### config.mk
export PLATFORM = sky130hd
export DESIGN_NAME = sram_1rw1r_param
export DESIGN_NICKNAME = d
export VERILOG_FILES = /design/src/rtl/sram_pkg.sv /design/src/rtl/sram_clear_fsm.sv /design/src/rtl/sram_1rw1r_param.sv
export SDC_FILE = /design/constraint.sdc
export NUM_CORES = 2
export LEC_CHECK = 0
export CAP_MARGIN = 10
export CORE_ASPECT_RATIO = 1.1
export CORE_MARGIN = 2
export CORE_UTILIZATION = 55
export DETAILED_ROUTE_END_ITERATION = 12
export PLACE_DENSITY_LB_ADDON = 0.25
export SETUP_SLACK_MARGIN = 0.4
export SLEW_MARGIN = 5
export SYNTH_ARGS = -nofsm -noshare
export SYNTH_HDL_FRONTEND = slang
export SYNTH_HIERARCHICAL = 1
export SYNTH_SLANG_ARGS = --single-unit
### constraint.sdc
create_clock -name clk0 -period 5.5 [get_ports clk0]
set_input_delay 0.825 -clock clk0 [delete_from_list [all_inputs] [get_ports clk0]]
set_output_delay 0.825 -clock clk0 [all_outputs]
set_load 0.01 [all_outputs]
### src/rtl/sram_pkg.sv
// rtl/sram_pkg.sv - shared types and constants for the 1RW+1R SRAM model
package sram_pkg;

  // Clear-engine states: held in reset, sweeping zeros, then serving accesses.
  typedef enum logic [1:0] {
    ST_RST   = 2'd0,
    ST_CLEAR = 2'd1,
    ST_READY = 2'd2
  } sram_state_e;

  localparam int LANE_W = 8;

  // One write-mask bit per byte lane.
  function automatic int calc_num_wmasks(input int data_width);
    return data_width / LANE_W;
  endfunction

endpackage

### src/rtl/sram_clear_fsm.sv
// rtl/sram_clear_fsm.sv - post-reset zeroing sweep sequencer for the SRAM array
module sram_clear_fsm
  import sram_pkg::*;
#(
  parameter int ADDR_WIDTH = 7
) (
  input  logic                  clk,
  input  logic                  rst,
  output logic                  clr_we,
  output logic [ADDR_WIDTH-1:0] clr_addr,
  output logic                  busy
);

  localparam logic [ADDR_WIDTH-1:0] LAST_ADDR = '1;

  sram_state_e           state;
  sram_state_e           state_nxt;
  logic [ADDR_WIDTH-1:0] addr_nxt;

  // State and sweep address; reset parks the sweep at address 0.
  always_ff @(posedge clk or posedge rst) begin
    if (rst) begin
      state    <= ST_RST;
      clr_addr <= '0;
    end else begin
      state    <= state_nxt;
      clr_addr <= addr_nxt;
    end
  end

  // Sweep one word per edge; the counter stops on the last address as READY is entered.
  always_comb begin
    state_nxt = state;
    addr_nxt  = clr_addr;
    clr_we    = 1'b0;
    busy      = 1'b1;
    case (state)
      ST_RST: begin
        state_nxt = ST_CLEAR;
        addr_nxt  = '0;
      end
      ST_CLEAR: begin
        clr_we = 1'b1;
        if (clr_addr == LAST_ADDR) begin
          state_nxt = ST_READY;
        end else begin
          addr_nxt = clr_addr + 1'b1;
        end
      end
      ST_READY: begin
        busy = 1'b0;
      end
      default: begin
        state_nxt = ST_RST;
      end
    endcase
  end

endmodule

### src/rtl/sram_1rw1r_param.sv
// rtl/sram_1rw1r_param.sv - parametrised 1RW+1R synchronous SRAM with clear engine; optional SRAM_PARITY_EN adds per-lane parity and parity_err
module sram_1rw1r_param
  import sram_pkg::*;
#(
  parameter  int DATA_WIDTH = 32,
  parameter  int ADDR_WIDTH = 7,
  localparam int NUM_WMASKS = calc_num_wmasks(DATA_WIDTH)
) (
  input  logic                  clk0,
  input  logic                  rst0,
  input  logic                  csb0,
  input  logic                  web0,
  input  logic [NUM_WMASKS-1:0] wmask0,
  input  logic [ADDR_WIDTH-1:0] addr0,
  input  logic [DATA_WIDTH-1:0] din0,
  output logic [DATA_WIDTH-1:0] dout0,
  input  logic                  csb1,
  input  logic [ADDR_WIDTH-1:0] addr1,
  output logic [DATA_WIDTH-1:0] dout1,
  output logic                  init_busy
`ifdef SRAM_PARITY_EN
  ,
  output logic                  parity_err
`endif
);

  localparam int DEPTH = 1 << ADDR_WIDTH;

  logic [DATA_WIDTH-1:0] mem [DEPTH];

  logic                  clr_we;
  logic [ADDR_WIDTH-1:0] clr_addr;
  logic                  rd0;
  logic                  wr0;
  logic                  rd1;

  sram_clear_fsm #(
    .ADDR_WIDTH(ADDR_WIDTH)
  ) u_clear_fsm (
    .clk     (clk0),
    .rst     (rst0),
    .clr_we  (clr_we),
    .clr_addr(clr_addr),
    .busy    (init_busy)
  );

  assign rd0 = !init_busy && !csb0 && web0;
  assign wr0 = !init_busy && !csb0 && !web0;
  assign rd1 = !init_busy && !csb1;

  // Array write port: the clear sweep owns it while busy, port 0 afterwards.
  always_ff @(posedge clk0) begin
    if (clr_we) begin
      mem[clr_addr] <= '0;
    end else if (wr0) begin
      for (int i = 0; i < NUM_WMASKS; i++) begin
        if (wmask0[i]) begin
          mem[addr0][i*LANE_W +: LANE_W] <= din0[i*LANE_W +: LANE_W];
        end
      end
    end
  end

  // Registered reads; sampling the pre-edge array gives read-first on collisions.
  always_ff @(posedge clk0 or posedge rst0) begin
    if (rst0) begin
      dout0 <= '0;
      dout1 <= '0;
    end else begin
      if (rd0) dout0 <= mem[addr0];
      if (rd1) dout1 <= mem[addr1];
    end
  end

`ifdef SRAM_PARITY_EN
  logic [NUM_WMASKS-1:0] par_mem [DEPTH];

  // Even parity per byte lane: the stored bit equals the XOR of the lane.
  function automatic logic [NUM_WMASKS-1:0] lane_parity(input logic [DATA_WIDTH-1:0] d);
    logic [NUM_WMASKS-1:0] p;
    for (int i = 0; i < NUM_WMASKS; i++) begin
      p[i] = ^d[i*LANE_W +: LANE_W];
    end
    return p;
  endfunction

  // Parity storage tracks the data array lane by lane.
  always_ff @(posedge clk0) begin
    if (clr_we) begin
      par_mem[clr_addr] <= '0;
    end else if (wr0) begin
      for (int i = 0; i < NUM_WMASKS; i++) begin
        if (wmask0[i]) begin
          par_mem[addr0][i] <= ^din0[i*LANE_W +: LANE_W];
        end
      end
    end
  end

  // Error flag is aligned with dout0/dout1 and lasts only for the reading cycle.
  always_ff @(posedge clk0 or posedge rst0) begin
    if (rst0) begin
      parity_err <= 1'b0;
    end else begin
      parity_err <= (rd0 && (lane_parity(mem[addr0]) != par_mem[addr0])) ||
                    (rd1 && (lane_parity(mem[addr1]) != par_mem[addr1]));
    end
  end
`endif

endmodule

-- Word level (Yosys, flattened, before mapping)
Memories as Yosys holds them, arrays and structs flattened. A register that Yosys moved wholly into a read port is not among the register bits.
Index checks and enable logic that the tools add are counted.
Widths: inputs -> output; s select.
- flip-flop bits (word level): 9
- RAM bits: 4096
- input port bits: 55
- output and inout bits: 65
- memories: 1
- memories (memory ; depth ; width ; read ports ; clocked after Yosys merged registers in ; wr ports ; line ; RTL):
    mem ; 128 ; 32 ; 2 ; 2 ; 1 ; sram_1rw1r_param.sv:29 ; logic [DATA_WIDTH-1:0] mem [DEPTH];
- add/sub/neg operators: 1
- equal/unequal tests: 5
- mux-type cells: 27
- bitwise operators: 1
- reduce and logical (&&, ||, !) cells: 12
- operators with widths (operator ; count):
    $mux 32 ; 1
    $reduce_or 32->1 ; 1
    $mux 1 ; 20
    $mux 7 ; 2
    $pmux 7 s2 ; 1
    $add 7x1->7 const B ; 1
    $eq 7x7->1 const B ; 1
    $pmux 2 s3 ; 1
    $logic_and 1x1->1 ; 4
    $mux 4 ; 1
    $reduce_and 2->1 ; 2
    $logic_not 1->1 ; 3
    $eq 2x1->1 const B ; 1
    $eq 2x2->1 const B ; 1
    $logic_not 2->1 ; 1
    $mux 2 ; 1
    $ne 2x1->1 const B ; 1
    $ne 2x2->1 const B ; 1
    $reduce_bool 2->1 ; 1
    $not 1->1 ; 1

-- Depth between registers and ports, before layout
- word-level depth: 8
- gate-level depth with buffers: 12
- mapped depth without buffers: 8

-- By module
Netlist, hierarchy kept.
- modules (own cells, without submodules) (module ; instances ; cells each ; area an instance (um2) ; seq. area each (um2)):
    sram_1rw1r_param ; 1 ; 11438 ; 195239.8 ; 124599.5
    sram_clear_fsm ; 1 ; 45 ; 456.7 ; 225.2

-- Least setup slack after synthesis
No wires, ideal clock.
- path type: input to register
- start: in csb0
- end: mem mem[0][10] (data pin)
- arrival: 3.734 ns
- path slack: 1.231 ns
- cell stages on the path: 6
- cell sequence: or3_1 nor3_1 buf_2 buf_2 clkbuf_1 and2_1
- word-level cells in the longest chain between the ends: 8
- elaborated cells between the ends (all ways): 17
- classes of those cells: mux (13); reduce/logical (4)
- RTL lines (item ; line ; RTL):
    start, declared ; sram_1rw1r_param.sv:11 ; input logic csb0,
    $logic_not 1->1 * ; sram_1rw1r_param.sv:48 ; assign wr0 = !init_busy && !csb0 && !web0;
    $logic_and 1x1->1 * (2 in series) ; sram_1rw1r_param.sv:48 ;
    $mux 1 ; sram_1rw1r_param.sv:55 ; end else if (wr0) begin
    $mux 1 ; sram_1rw1r_param.sv:53 ; if (clr_we) begin
    $mux 1 (not written as such) ; sram_1rw1r_param.sv:58 ; mem[addr0][i*LANE_W +: LANE_W] <= din0[i*LANE_W +: LANE_W];
    $reduce_or 32->1 (no line) * ; n/a ;
    $mux 32 (no line) * ; n/a ;
    end, declared ; sram_1rw1r_param.sv:29 ;
Mark *: on every way between the ends. The rest lies on a longest branch, timed or not.

-- Worst setup path in the final report
- start: reg u_clear_fsm.state[1]
- end: mem mem[20][4] (enable)
- word-level cells in the longest chain between the ends: 8
- elaborated cells between the ends (all ways): 22
- classes of those cells: eq/ne (2); mux (17); reduce/logical (3)
- RTL lines (item ; line ; RTL):
    start, declared ; sram_clear_fsm.sv:16 ; sram_state_e state;
    start signal, assigned ; sram_clear_fsm.sv:26 ; state <= state_nxt;
    $eq 2x2->1 ; sram_clear_fsm.sv:37 ; case (state)
    $logic_and 1x1->1 (2 in series) ; sram_1rw1r_param.sv:48 ;
    $mux 1 ; sram_1rw1r_param.sv:55 ;
    $mux 1 ; sram_1rw1r_param.sv:53 ;
    $mux 1 (not written as such) ; sram_1rw1r_param.sv:58 ;
    $reduce_or 32->1 (no line) ; n/a ;
    $mux 7 (no line) / $mux 4 (equally long branches) ; n/a ;
Several ways; a longest one is shown, not always the timed one.

==> reports/results.txt <==
status -> finished clean
total of max-cap violations -> 0
Fillers -> 24900
vias in the first global route -> 125000
grt ovf -> 0
critical path type -> reg2reg
Hold EP -> dout0[11]$_DFFE_PP0P_
total track usage -> 39.1%
# clock sinks -> 4169
Synth Instances -> 11500
Final Setup Violations -> 0
Post-synth EDFFs -> 4096
Synth Cell Area -> 196000 µm²
drt pass-1 iters -> 6
worst reg2reg endpoint -> mem[20][4]$_DFFE_PP_
Clock transition at path regs -> 0.06 ns
HP Class -> reg2reg
Distinct cells, synth -> 61
Skew-Pair Late Insertion Delay -> 1.05 ns
worst-case vdd ir drop -> 0.242 mV
Root Buffer -> clkbuf_16
Rows -> 229
Syn Nets -> 11500
ys flop type -> edfxtp_1
H-tree levels -> 5
Worst Path Max Fanout -> 16
CP arrival -> 5.99 ns
CP cell instances -> nand2_1, or3_1, or3_1, o31ai_1, nand2_1, buf_4, nor2_1, buf_4
Worst path max stage delay -> 0.89 ns
post-DP HPWL -> 480000 µm
Chip Width -> 573 µm
Leak -> 74.9 nW
initial antenna violation count -> 40
Yosys warning count -> 6
Pwr per Cell Area -> 307 nW/µm²
fin nets -> 12000
WHS Path Cells -> 2
asr flop ratio synth -> 1.75%
reg-to-reg slack, setup -> 0.24 ns
CTS max path bufs -> 4
Final ANT Viol Nets -> 0
Seq cells post-synth -> 4169
Num CTS Buffers -> 409
most common cell after layout, fill and taps aside -> edfxtp_1
drt drc -> 0
CP Launch Point -> u_clear_fsm/state[1]$_DFFE_PP0P_
Final Hold Vio Count -> 0
share of layout cells above drive strength 1 -> 26.3%
first-pass GRT wire length -> 983000 µm
I/O pins -> 120
Die ar. -> 361000 µm²
reg-to-reg critical path startpoint -> u_clear_fsm/state[1]$_DFFE_PP0P_
total power -> 67.8 mW
core area -> 354000 µm²
Seq/Total Area, Yosys -> 63.8%
Worst slew margin -> 11.5%
CP endpoint kind -> flop
Slew @ Worst Pin -> 1.32 ns
CP required -> 6.23 ns
largest net degree at the start of global routing -> 129
fin. max-slew vios -> 0
Setup crit start kind -> flop
R2R cell count -> 8
WL final -> 715000 µm
Initial Util -> 55.3%
Die Height -> 630 µm
most frequent cells in the layout -> 4096 x edfxtp_1, 1561 x mux2i_1, 1288 x mux4_2
hold path start -> dout0[11]$_DFFE_PP0P_
clock tree from TritonCTS -> built
fmax -> 0.190 GHz
slowest CP cell -> o31ai_1
global placement routability congestion -> 0.994
1st-iter DRT viols -> 20900
WL per Instance -> 42.0 µm
Clock Skews -> 0.0412 ns
period utilization -> 95.7%
Area Growth Syn to Fin -> 12.7%
Vias -> 126000
Via density -> 7.42
RSZ-0062 raised after global routing -> no
Port Buffers -> 119
minimum clock period -> 5.26 ns
syn_area_per_cell -> 17.0 µm²
total negative slack -> 0 ns
-- critical path: cells and delay by family, from the launching register on --
kind | cells | cell delay (ns)
compound gates | 1 | 0.89
buf+inv | 2 | 0.73
simple gates | 5 | 2.78
flops | 1 | 0.53
-- synth_stat cells, types with 15 or more instances --
library cell,count,area (µm²)
a2111oi_0,30,263
a211o_1,36,315
a211oi_1,106,796
a21oi_1,264,1320
a221o_1,22,220
a221oi_1,55,482
a22o_1,39,342
a22oi_1,223,1670
a31oi_1,66,413
and2_1,103,644
buf_1,111,417
buf_2,228,1140
buf_4,88,661
buf_6,31,349
clkbuf_1,506,1900
dfrtp_1,73,1830
edfxtp_1,4096,123000
mux2_2,277,3120
mux2i_1,1561,15600
mux4_2,1288,29000
nand2_1,374,1400
nand3_1,54,270
nor2_1,621,2330
nor2b_1,35,219
nor3_1,229,1150
nor4_1,37,231
o2111ai_1,38,333
o21ai_0,38,190
o221a_2,32,360
o221ai_1,111,972
o22ai_1,515,3220
o31ai_1,31,233
o32ai_1,49,429
o41ai_1,15,131
-- flip-flops by register name (all words and copies together) (netlist names) --
register and flops:
u_clear_fsm/state 2, u_clear_fsm/clr_addr 7, mem 4096, dout0 32, dout1 32
-- through the flow --
step	setup slack, ns	util [%]	cell area (µm²)	hold slack, ns	cells
global route	0.410	62.3	221000	0.532	17000
detailed placement	0.171	58.5	207000	0.494	16200
CTS	0.455	62.3	221000	0.508	17000
floorplan	1.23	-	196000	0.514	11500
finish	0.238	62.3	221000	0.510	17000
global placement	0.0613	58.5	207000	0.489	16200
-- power by group --
part           total (mW)  leakage (nW)  internal (mW)  switching (mW)
registers            34.4          40.1           34.4          0.0715
logic                4.30          28.2           1.44            2.85
clock network        29.1          6.64           16.7            12.4
-- cell type report --
| cell class | count | area [µm²] | area share, % |
|---|---|---|---|
| Sequential cell | 4169 | 125000 | 56.6 |
| Multi-Input combinational cell | 6331 | 66800 | 30.3 |
| Inverter | 15 | 71.3 | 0.0323 |
| Tap cell | 4735 | 5920 | 2.69 |
| Clock inverter | 253 | 2840 | 1.29 |
| Antenna cell | 19 | 47.5 | 0.0216 |
| Clock buffer | 497 | 10800 | 4.90 |
| Timing Repair Buffer | 995 | 9240 | 4.19 |
-- how the worst max path moves through the flow --
stage                                       end  slack, ns
after CTS                  mem[46][5]$_DFFE_PP_       0.46
after floorplan            mem[0][10]$_DFFE_PP_       1.23
after global routing       mem[20][6]$_DFFE_PP_       0.41
final                      mem[20][4]$_DFFE_PP_       0.24
after detailed placement   mem[46][5]$_DFFE_PP_       0.17
after global placement    mem[40][20]$_DFFE_PP_       0.06
-- metal layers --
layer | wire [µm] | global-route usage [%]
met5 | 299 | 0.318
met4 | 61800 | 27.6
met3 | 95500 | 11.5
met2 | 320000 | 58.9
met1 | 237000 | 48.7
-- cell families after synthesis --
kind of cell,synth area share (%)
AOI/OAI and AO/OA,6.11
adders and majority gates,0.00639
buffers and inverters,2.33
DFF,63.8
muxes,24.4
and+or+nand+nor,3.37
-- timing repair --
item / 4_1_cts / 5_1_grt
resized for setup: 0 / 3
setup buffers: 0 / 0
setup endpoints to repair: 0 / 505
hold buffers: 0 / 0
(Power assumes the default switching activity.)
